`src/rtl/lsu_pkg.sv`:
```
// Shared definitions for the load/store data-memory controller.
//   funct3 width/sign codes, FSM state type, byte-lane offset type, and
//   a helper that flags funct3 codes with no RV32I meaning.
package lsu_pkg;

  localparam logic [2:0] F3_B  = 3'b000;
  localparam logic [2:0] F3_H  = 3'b001;
  localparam logic [2:0] F3_W  = 3'b010;
  localparam logic [2:0] F3_BU = 3'b100;
  localparam logic [2:0] F3_HU = 3'b101;

  localparam int LANE_W = 2;
  typedef logic [LANE_W-1:0] lane_t;

  typedef enum logic [1:0] {
    S_IDLE,
    S_ACCESS,
    S_RESP
  } state_t;

  // Stores only have SB/SH/SW; loads additionally have LBU/LHU.
  function automatic logic f3_illegal(input logic we, input logic [2:0] f3);
    if (we) f3_illegal = (f3 >= 3'b011);
    else    f3_illegal = (f3 == 3'b011) || (f3 == 3'b110) || (f3 == 3'b111);
  endfunction

endpackage

```
`src/rtl/lsu_dmem_ctrl_if.sv`:
```
// Request/response bus between the MEM stage (master) and lsu_dmem_ctrl (slave).
//   req_*  : valid/ready request (we, funct3, byte address, right-aligned store data)
//   rsp_*  : single-cycle completion pulse with extended load data and error flag
interface lsu_dmem_ctrl_if #(
  parameter int AW = 32
);
  logic          req_valid;
  logic          req_ready;
  logic          req_we;
  logic [2:0]    req_funct3;
  logic [AW-1:0] req_addr;
  logic [31:0]   req_wdata;
  logic          rsp_valid;
  logic [31:0]   rsp_rdata;
  logic          rsp_err;

  modport master (
    output req_valid, req_we, req_funct3, req_addr, req_wdata,
    input  req_ready, rsp_valid, rsp_rdata, rsp_err
  );

  modport slave (
    input  req_valid, req_we, req_funct3, req_addr, req_wdata,
    output req_ready, rsp_valid, rsp_rdata, rsp_err
  );
endinterface

```
`src/rtl/lsu_align.sv`:
```
// Combinational byte-lane alignment for lsu_dmem_ctrl.
//   req_funct3/req_off/req_wdata -> byte_sel, wdata_sh (lane-replicated), misalign
//   ld_funct3/ld_off/mem_rdata   -> ld_data (extracted and sign/zero-extended)
module lsu_align
  import lsu_pkg::*;
(
  input  logic [2:0]  req_funct3,
  input  lane_t       req_off,
  input  logic [31:0] req_wdata,
  output logic [3:0]  byte_sel,
  output logic [31:0] wdata_sh,
  output logic        misalign,
  input  logic [2:0]  ld_funct3,
  input  lane_t       ld_off,
  input  logic [31:0] mem_rdata,
  output logic [31:0] ld_data
);

  logic [31:0] rd_sh;

  // funct3[1:0] carries the access size for both signed and unsigned codes.
  always_comb begin
    byte_sel = 4'b0000;
    wdata_sh = 32'h0;
    misalign = 1'b0;
    case (req_funct3[1:0])
      2'b00: begin
        byte_sel = 4'(4'b0001 << req_off);
        wdata_sh = {4{req_wdata[7:0]}};
      end
      2'b01: begin
        byte_sel = 4'(4'b0011 << req_off);
        wdata_sh = {2{req_wdata[15:0]}};
        misalign = req_off[0];
      end
      2'b10: begin
        byte_sel = 4'hF;
        wdata_sh = req_wdata;
        misalign = (req_off != 2'b00);
      end
      default: ;
    endcase
  end

  assign rd_sh = mem_rdata >> {ld_off, 3'b000};

  always_comb begin
    ld_data = 32'h0;
    case (ld_funct3)
      F3_B:    ld_data = {{24{rd_sh[7]}}, rd_sh[7:0]};
      F3_BU:   ld_data = {24'h0, rd_sh[7:0]};
      F3_H:    ld_data = {{16{rd_sh[15]}}, rd_sh[15:0]};
      F3_HU:   ld_data = {16'h0, rd_sh[15:0]};
      F3_W:    ld_data = mem_rdata;
      default: ld_data = 32'h0;
    endcase
  end

endmodule

```
`src/rtl/lsu_dmem_ctrl.sv`:
```
// Load/store controller between the MEM stage and word-addressed data memory.
//   clk, rst_n   : clock (memory acts on negedge), async active-low reset
//   bus (slave)  : request/response handshake, see lsu_dmem_ctrl_if
//   mem_*        : word index, lane-shifted store data, enables, byte lanes, read word
// One request in flight: IDLE -> ACCESS -> RESP, or IDLE -> RESP on a rejected request.
module lsu_dmem_ctrl
  import lsu_pkg::*;
#(
  parameter int DEPTH_WORDS = 1024,
  parameter int AW          = 32
) (
  input  logic              clk,
  input  logic              rst_n,
  lsu_dmem_ctrl_if.slave    bus,
  output logic [31:0]       mem_addr,
  output logic [31:0]       mem_wdata,
  output logic              mem_wen,
  output logic              mem_ren,
  output logic [3:0]        mem_byte_sel,
  input  logic [31:0]       mem_rdata
);

  state_t        state, state_nx;
  logic          we_q;
  logic [2:0]    f3_q;
  logic [AW-1:0] addr_q;
  logic [31:0]   wdata_q;
  logic [3:0]    sel_q;
  logic [31:0]   rdata_q;
  logic          err_q;

  logic [3:0]    sel_in;
  logic [31:0]   wdata_in;
  logic          misalign;
  logic [31:0]   ld_data;
  logic          out_of_range;
  logic          req_bad;
  logic          accept;

  // Lane selection and store shifting are evaluated on the incoming request and
  // registered at accept; extraction uses the registered request during ACCESS.
  lsu_align u_align (
    .req_funct3 (bus.req_funct3),
    .req_off    (bus.req_addr[1:0]),
    .req_wdata  (bus.req_wdata),
    .byte_sel   (sel_in),
    .wdata_sh   (wdata_in),
    .misalign   (misalign),
    .ld_funct3  (f3_q),
    .ld_off     (addr_q[1:0]),
    .mem_rdata  (mem_rdata),
    .ld_data    (ld_data)
  );

  assign out_of_range = (bus.req_addr >> 2) >= AW'(DEPTH_WORDS);
  assign req_bad      = misalign | out_of_range | f3_illegal(bus.req_we, bus.req_funct3);
  assign accept       = bus.req_valid && (state == S_IDLE);

  always_ff @(posedge clk or negedge rst_n) begin
    if (!rst_n) state <= S_IDLE;
    else        state <= state_nx;
  end

  always_comb begin
    state_nx      = state;
    bus.req_ready = 1'b0;
    bus.rsp_valid = 1'b0;
    mem_wen       = 1'b0;
    mem_ren       = 1'b0;
    mem_byte_sel  = 4'b0000;
    case (state)
      S_IDLE: begin
        bus.req_ready = 1'b1;
        if (accept) state_nx = req_bad ? S_RESP : S_ACCESS;
      end
      S_ACCESS: begin
        mem_wen      = we_q;
        mem_ren      = !we_q;
        mem_byte_sel = sel_q;
        state_nx     = S_RESP;
      end
      S_RESP: begin
        bus.rsp_valid = 1'b1;
        state_nx      = S_IDLE;
      end
      default: state_nx = S_IDLE;
    endcase
  end

  always_ff @(posedge clk or negedge rst_n) begin
    if (!rst_n) begin
      we_q    <= 1'b0;
      f3_q    <= 3'b000;
      addr_q  <= '0;
      wdata_q <= 32'h0;
      sel_q   <= 4'b0000;
      rdata_q <= 32'h0;
      err_q   <= 1'b0;
    end else begin
      if (accept) begin
        we_q    <= bus.req_we;
        f3_q    <= bus.req_funct3;
        addr_q  <= bus.req_addr;
        wdata_q <= wdata_in;
        sel_q   <= sel_in;
        if (req_bad) begin
          err_q   <= 1'b1;
          rdata_q <= 32'h0;
        end
      end
      if (state == S_ACCESS) begin
        err_q   <= 1'b0;
        rdata_q <= we_q ? 32'h0 : ld_data;
      end
    end
  end

  assign mem_addr      = 32'(addr_q >> 2);
  assign mem_wdata     = wdata_q;
  assign bus.rsp_rdata = rdata_q;
  assign bus.rsp_err   = err_q;

endmodule
```
`src/flat_wrapper.sv`:
```
// flat-port wrapper written by rule: the top's interface ports become plain ports
module lsu_dmem_ctrl_flat import lsu_pkg::*;
#(
  parameter int DEPTH_WORDS = 1024,
  parameter int AW          = 32
)
  (clk, rst_n, mem_addr, mem_wdata, mem_wen, mem_ren, mem_byte_sel, mem_rdata, bus_req_valid, bus_req_we, bus_req_funct3, bus_req_addr, bus_req_wdata, bus_req_ready, bus_rsp_valid, bus_rsp_rdata, bus_rsp_err);
  lsu_dmem_ctrl_if #(.AW(AW)) bus_i ();
  input  logic clk;
  input  logic rst_n;
  output logic [31:0] mem_addr;
  output logic [31:0] mem_wdata;
  output logic mem_wen;
  output logic mem_ren;
  output logic [3:0] mem_byte_sel;
  input  logic [31:0] mem_rdata;
  input wire logic [$bits(bus_i.req_valid)-1:0] bus_req_valid;
  input wire logic [$bits(bus_i.req_we)-1:0] bus_req_we;
  input wire logic [$bits(bus_i.req_funct3)-1:0] bus_req_funct3;
  input wire logic [$bits(bus_i.req_addr)-1:0] bus_req_addr;
  input wire logic [$bits(bus_i.req_wdata)-1:0] bus_req_wdata;
  output wire logic [$bits(bus_i.req_ready)-1:0] bus_req_ready;
  output wire logic [$bits(bus_i.rsp_valid)-1:0] bus_rsp_valid;
  output wire logic [$bits(bus_i.rsp_rdata)-1:0] bus_rsp_rdata;
  output wire logic [$bits(bus_i.rsp_err)-1:0] bus_rsp_err;
  assign bus_i.req_valid = bus_req_valid;
  assign bus_i.req_we = bus_req_we;
  assign bus_i.req_funct3 = bus_req_funct3;
  assign bus_i.req_addr = bus_req_addr;
  assign bus_i.req_wdata = bus_req_wdata;
  assign bus_req_ready = bus_i.req_ready;
  assign bus_rsp_valid = bus_i.rsp_valid;
  assign bus_rsp_rdata = bus_i.rsp_rdata;
  assign bus_rsp_err = bus_i.rsp_err;
  lsu_dmem_ctrl #(.DEPTH_WORDS(DEPTH_WORDS), .AW(AW)) u_core (.clk(clk), .rst_n(rst_n), .bus(bus_i), .mem_addr(mem_addr), .mem_wdata(mem_wdata), .mem_wen(mem_wen), .mem_ren(mem_ren), .mem_byte_sel(mem_byte_sel), .mem_rdata(mem_rdata));
endmodule
```
`config.mk`:
```
export PLATFORM = sky130hd
export DESIGN_NAME = lsu_dmem_ctrl_flat
export DESIGN_NICKNAME = d
export VERILOG_FILES = /design/src/rtl/lsu_pkg.sv /design/src/rtl/lsu_dmem_ctrl_if.sv /design/src/rtl/lsu_align.sv /design/src/rtl/lsu_dmem_ctrl.sv /design/src/flat_wrapper.sv
export SDC_FILE = /design/constraint.sdc
export NUM_CORES = 1
export LEC_CHECK = 0
export CORE_ASPECT_RATIO = 0.8
export CORE_MARGIN = 10
export CORE_UTILIZATION = 49
export DETAILED_ROUTE_END_ITERATION = 7
export PLACE_DENSITY = 0.92
export REMOVE_ABC_BUFFERS = 1
export SLEW_MARGIN = 20
export SYNTH_ARGS = -nofsm -noshare
export SYNTH_HDL_FRONTEND = slang
export SYNTH_SLANG_ARGS = --single-unit
```
`constraint.sdc`:
```
create_clock -name clk -period 3.7 [get_ports clk]
set_clock_uncertainty 0.2 [all_clocks]
set_input_delay 0.74 -clock clk [delete_from_list [all_inputs] [get_ports clk]]
set_output_delay 0.74 -clock clk [all_outputs]
set_load 0.1 [all_outputs]
```
After elaboration in Yosys (flattened, before gate mapping). Cells that the tools add are included.

Register bits: 107. Input bits: 103. Output and inout bits: 105. Logic and storage cells: 58.

Magnitude comparators: 2. Equality and inequality tests: 12. Shift-type cells: 3. Mux-type cells: 20. Bitwise operators: 2. Reduce and logical (&&, ||, !) cells: 11.

Operators by type and width (count): $pmux W32 S5 (1); $mux W32 (4); $pmux W32 S3 (1); $shr A32 B5 Y16 (1); $ge A30 B11 Y1 const B (1); $eq A3 B3 Y1 const B (4); $pmux W4 S3 (1); $mux W1 (8); $eq A3 B2 Y1 const B (2); $reduce_bool A2 Y1 (3); $eq A2 B1 Y1 const B (2); $eq A2 B2 Y1 const B (2); $logic_not A2 Y1 (2); $mux W2 (2); $mux W4 (1); $pmux W2 S2 (1); $shl A1 B2 Y4 const A (1); $shl A2 B2 Y4 const A (1); $eq A3 B1 Y1 const B (1); $ge A3 B2 Y1 const B (1); $logic_not A3 Y1 (1); $logic_or A1 B1 Y1 (2); $ne A2 B1 Y1 const B (1); $or A1 B1 Y1 (2); 4 further kinds (4).

Longest topological paths before layout.
Depth after elaboration: 8. Mapped depth: 8. Mapped depth without buffers: 6.

Hierarchy. A second synthesis with hierarchy kept.

Cell total of the unflattened synthesis: 500. Area, all modules: 5705.5 µm².

By module, submodules not included: lsu_dmem_ctrl (instances 1, cells each 285, area an instance 4327.9 µm², seq. area each 2677.6 µm²); lsu_align (instances 1, cells each 215, area an instance 1377.6 µm², seq. area each 0.0 µm²).

Least setup slack after synthesis. Ideal clock, no wire load.

Path kind: reg2out. From: register u_core.state[1]. To: output mem_ren. Data arrival time: 2.183 ns. Required time: 2.760 ns. Setup slack: 0.577 ns. Stages on the path, launching flop included: 5. Path buffers: 2. Cells stage by stage: dfrtp_1 -> nand2b_1 -> clkbuf_1 -> clkbuf_1 -> nor2_1.

Cells in the longest elaborated chain, start to end: 2.

Ends and longest elaborated chain: from (decl) (line lsu_dmem_ctrl.sv:23) `state_t state, state_nx;`; from (signal assigned) (line lsu_dmem_ctrl.sv:61) `else state <= state_nx;`; $eq A2 B1 Y1 (line lsu_dmem_ctrl.sv:71) `case (state)`; $mux W1 (line lsu_dmem_ctrl.sv:71); to (decl) (line flat_wrapper.sv:14) `output logic mem_ren;`.

No other way between the ends.

Worst setup path after layout.
From: input bus_req_funct3[1]. To: register u_core.wdata_q[5] (netlist: u_core.mem_wdata[5]).

Cells in the longest elaborated chain, start to end: 2. Elaborated cells between the ends (all ways): 4. Classes of those cells: 2 x eq/ne; 1 x mux; 1 x reduce/logical.

Ends and longest elaborated chain: from (decl) (line flat_wrapper.sv:19) `input wire logic [$bits(bus_i.req_funct3)-1:0] bus_req_funct3;`; $eq A2 B2 Y1 (tied with other cells) (line lsu_align.sv:26) `case (req_funct3[1:0])`; $pmux W32 S3 (*) (line lsu_align.sv:26); to (signal assigned) (line lsu_dmem_ctrl.sv:104) `wdata_q <= wdata_in;`; to (decl) (line lsu_dmem_ctrl.sv:27) `logic [31:0] wdata_q;`.

Mark *: on every way between the ends. The rest lies on a longest branch, timed or not. A chain may end at the register's enable or synchronous reset.

==> out/metrics.csv <==
stage;metric;value;unit
synth;synth_edf_count;0;
clock_network;clock_path_buffers;2;
global_route;grt_pass1_vias;5306;
finish;drive_above_1_share;22.5;%
clock_network;cts_root_buf;clkbuf_16;
global_route;grt_pass1_wl;29200;um
run;cap_violations;0;
worst_setup_path;r2r_slack;1.08;ns
place;pre_cts_ws;0.325;ns
clock_network;cts_sinks;107;
pwr;p_switching;1610;uW
worst_setup_path;endpoint;u_core.mem_wdata[5]$_DFFE_PN0P_;
timing;post-route-min-period;3.05;ns
synth;yosysTopAreaCell;dfrtp_1;
synth;async_reset_ff_share;100;%
clock_network;clock_latency;0.36;ns
floorplan;core;11500;um2
timing;timing.final.ws_setup;0.651;ns
detailed_routing;drt-total-wl;18900;um
global_route;overflow;0;
synth;ys_types;49;
clock_network;cts_buffers;9;
timing;rsz0062_at_grt;false;
status;status;completed;
synth;synth_cells;538;
clock_network;cts.clk_slew.worst_paths;0.08;ns
floorplan;start_util;50.0;%
global_route;grt_use_total;22.0;%
finish;instances_no_fill;846;
clock_network;cts_resized;0;
clock_network;cts_setup_buffers;0;
detailed_routing;ant_nets;0;
worst_setup_path;reg2reg_from;u_core.addr_q[1]$_DFFE_PN0P_;
place;place.gp.congestion;0.907;
synth;syn_area;5760;um2
clock_network;postCtsHoldBufs;0;
detailed_routing;vias_per_cell;6.10;
worst_setup_path;worstPathRequired;3.79;ns
worst_setup_path;crit_start;bus_req_funct3[1];
floorplan;row_count;35;
detailed_routing;initialDrtViolationCount;563;
place;dp_hpwl;14300;um
pwr;p_comb_share;37.8;%
timing;period_share;82.4;%
synth;synth.yosys.seq_area_share;46.5;%
timing;drv_slew;0;
worst_setup_path;crit_arrival;3.14;ns
global_route;grt_max_degree;83;
detailed_routing;num_vias;5162;
synth;ys_warn_count;0;
worst_setup_path;crit_fanout;9;
detailed_routing;firstDrtPassIters;6;
timing;slew_headroom;28.6;%
worst_setup_path;end_kind;flip-flop;
pwr;power_leakage;0.00327;uW
detailed_routing;drc;0;
detailed_routing;wire_per_inst;22.3;um
pwr;cellInternalPower;2230;uW
clock_network;cts_tree;done;
place;dp.cells;829;
place;io_buffers;205;
finish;nets;799;
pwr;ir_worst_vdd;0.485;mV
pwr;sw_frac_of_total;41.9;%
floorplan;die_w;141;um
pwr;powerDensity;491;nW/um2
floorplan;die_h;117;um
timing;final-setup-viol-count;0;
synth;synth_area_leaders;dfrtp_1 (47%), mux2_2 (6.5%), buf_4 (4.4%), nand2_1 (4.2%), o21ai_0 (3.6%);
pwr;clockPowerShare;26.7;%
worst_setup_path;r2r_end;u_core.bus.rsp_rdata[8]$_DFFE_PN0P_;
worst_setup_path;reg2reg_depth;5;
floorplan;ios;208;
timing;worst_pin_slew;1.07;ns
pwr;seqPwrFrac;35.5;%
timing;hold_viol;0;
hold_path;hold_class;in2async;
finish;synthToLayoutAreaGrowth;36.0;%
floorplan;die_area;16500;um2
worst_setup_path;cp-start-kind;input port;
timing;max_clock_freq;328;MHz
synth;synth.top_cell.area_share;46.5;%
global_route;antenna_found_initial;0;
synth;ys_ff_latch;107;
worst_setup_path;path_class;in2reg;
synth;synthFlopType;dfrtp_1;
clock_network;cts_max_level;3;
finish;final_util;68.0;%
synth;synth.avg_cell_area;10.7;um2
## placed cells by master, fill, tap and decap left out, types with 2 or more instances in the layout
| master | Yosys | final |
|---|---|---|
| o21ai_0 | 41 | 41 |
| a211oi_2 | 10 | 10 |
| nor4_1 | 6 | 6 |
| nor2b_1 | 5 | 5 |
| mux2_2 | 33 | 33 |
| mux2i_1 | 9 | 9 |
| a22oi_1 | 8 | 8 |
| a221oi_1 | 4 | 4 |
| or2_2 | 3 | 3 |
| a21oi_1 | 23 | 23 |
| a211oi_1 | 7 | 7 |
| nand2_1 | 64 | 63 |
| a221oi_2 | 4 | 4 |
| and2_1 | 6 | 6 |
| a22o_1 | 17 | 17 |
| nand3_1 | 2 | 2 |
| dfrtp_1 | 107 | 107 |
| buf_4 | 34 | 72 |
| o221ai_2 | 10 | 10 |
| clkdlybuf4s50_1 | 0 | 146 |
| o2bb2ai_1 | 15 | 15 |
| a222oi_1 | 7 | 7 |
| inv_8 | 0 | 2 |
| o221ai_1 | 14 | 14 |
| o211a_1 | 3 | 3 |
| and4_1 | 2 | 2 |
| clkbuf_16 | 0 | 9 |
| conb_1 | 1 | 2 |
| inv_1 | 5 | 5 |
| nand4_1 | 25 | 25 |
| nor2_1 | 8 | 8 |
| ha_1 | 4 | 4 |
| nor3_1 | 5 | 5 |
## flip-flops by register name (all words and copies together), names as in the netlist
name                  count
u_core.sel_q              4
u_core.bus.rsp_rdata     32
u_core.mem_wdata         32
u_core.addr_q            32
u_core.state              2
u_core.bus.rsp_err        1
u_core.f3_q               3
u_core.we_q               1
## cell type report
type	instances	area, um2
diodes	1	2.50
clock buffers	9	225
clock inverters	7	93.8
fillers	835	3690
inverters	5	18.8
multi-input cells	350	2610
flip-flops and latches	107	2680
well taps	148	185
repair buffers	219	2010
## worst min-delay path by stage
stage / startpoint / end / cells past startpoint
floorplan: rst_n / u_core.addr_q[0]$_DFFE_PN0P_ / 0
global placement: u_core.sel_q[1]$_DFFE_PN0P_ / u_core.sel_q[1]$_DFFE_PN0P_ / 2
detailed placement: u_core.mem_wdata[9]$_DFFE_PN0P_ / u_core.mem_wdata[9]$_DFFE_PN0P_ / 2
CTS: u_core.mem_wdata[9]$_DFFE_PN0P_ / u_core.mem_wdata[9]$_DFFE_PN0P_ / 2
global route: rst_n / u_core.mem_wdata[29]$_DFFE_PN0P_ / 1
finish: rst_n / u_core.mem_wdata[21]$_DFFE_PN0P_ / 1
## cells by family (layout without fill, tap and decap cells)
group / after synthesis / in the layout / share of synthesized area, %
buffers and inverters: 82 / 240 / 8.41
adders and majority gates: 4 / 4 / 0.869
DFF: 107 / 107 / 46.5
and+or+nand+nor: 132 / 132 / 11.8
AOI/OAI and AO/OA: 169 / 169 / 24.0
other: 1 / 3 / 0.0651
muxes: 43 / 43 / 8.41
## power groups by stage
stage	Sequential, uW	Clock, uW	Combinational (uW)
after global routing	1380	1090	1510
final	1360	1030	1450
after global placement	1380	0	1430
after detailed placement	1390	0	1450
after CTS	1360	1040	1450
after floorplan	2050	0	317
## through the flow
stage                     TNS [ns]  power (uW)  area (um2)  hold WS [ns]
after floorplan             -59.28        2370        5300         0.242
after global placement           0        2800        7500         0.256
after detailed placement         0        2830        7500         0.272
after CTS                        0        3850        7820         0.288
after global routing             0        3970        7830         0.287
final                            0        3840        7830         0.210
## metal layers
layer | track usage (%) | vias up | wire length (um)
met5 | 0 | - | 0
met3 | 6.41 | 44 | 1610
li1 | - | 2314 | -
met4 | 9.27 | 0 | 629
met1 | 26.5 | 2530 | 7210
met2 | 36.4 | 274 | 9430
## synthesized netlist by cell type, types with 11 or more instances
| master | n |
|---|---|
| clkbuf_1 | 26 |
| buf_2 | 11 |
| nand4_1 | 25 |
| buf_4 | 34 |
| dfrtp_1 | 107 |
| o2bb2ai_1 | 15 |
| o221ai_1 | 14 |
| nand2_1 | 64 |
| a22o_1 | 17 |
| a21oi_1 | 23 |
| mux2_2 | 33 |
| o21ai_0 | 41 |
## worst max-delay path, cell delays in order
cell and delay (ns):
clkdlybuf4s50_1 0.53, inv_1 0.21, ha_1 0.40, or2_2 0.31
nor2_1 0.06, nor3_1 0.64, a22o_1 0.24
No activity file was read; power rests on OpenSTA's default activity.
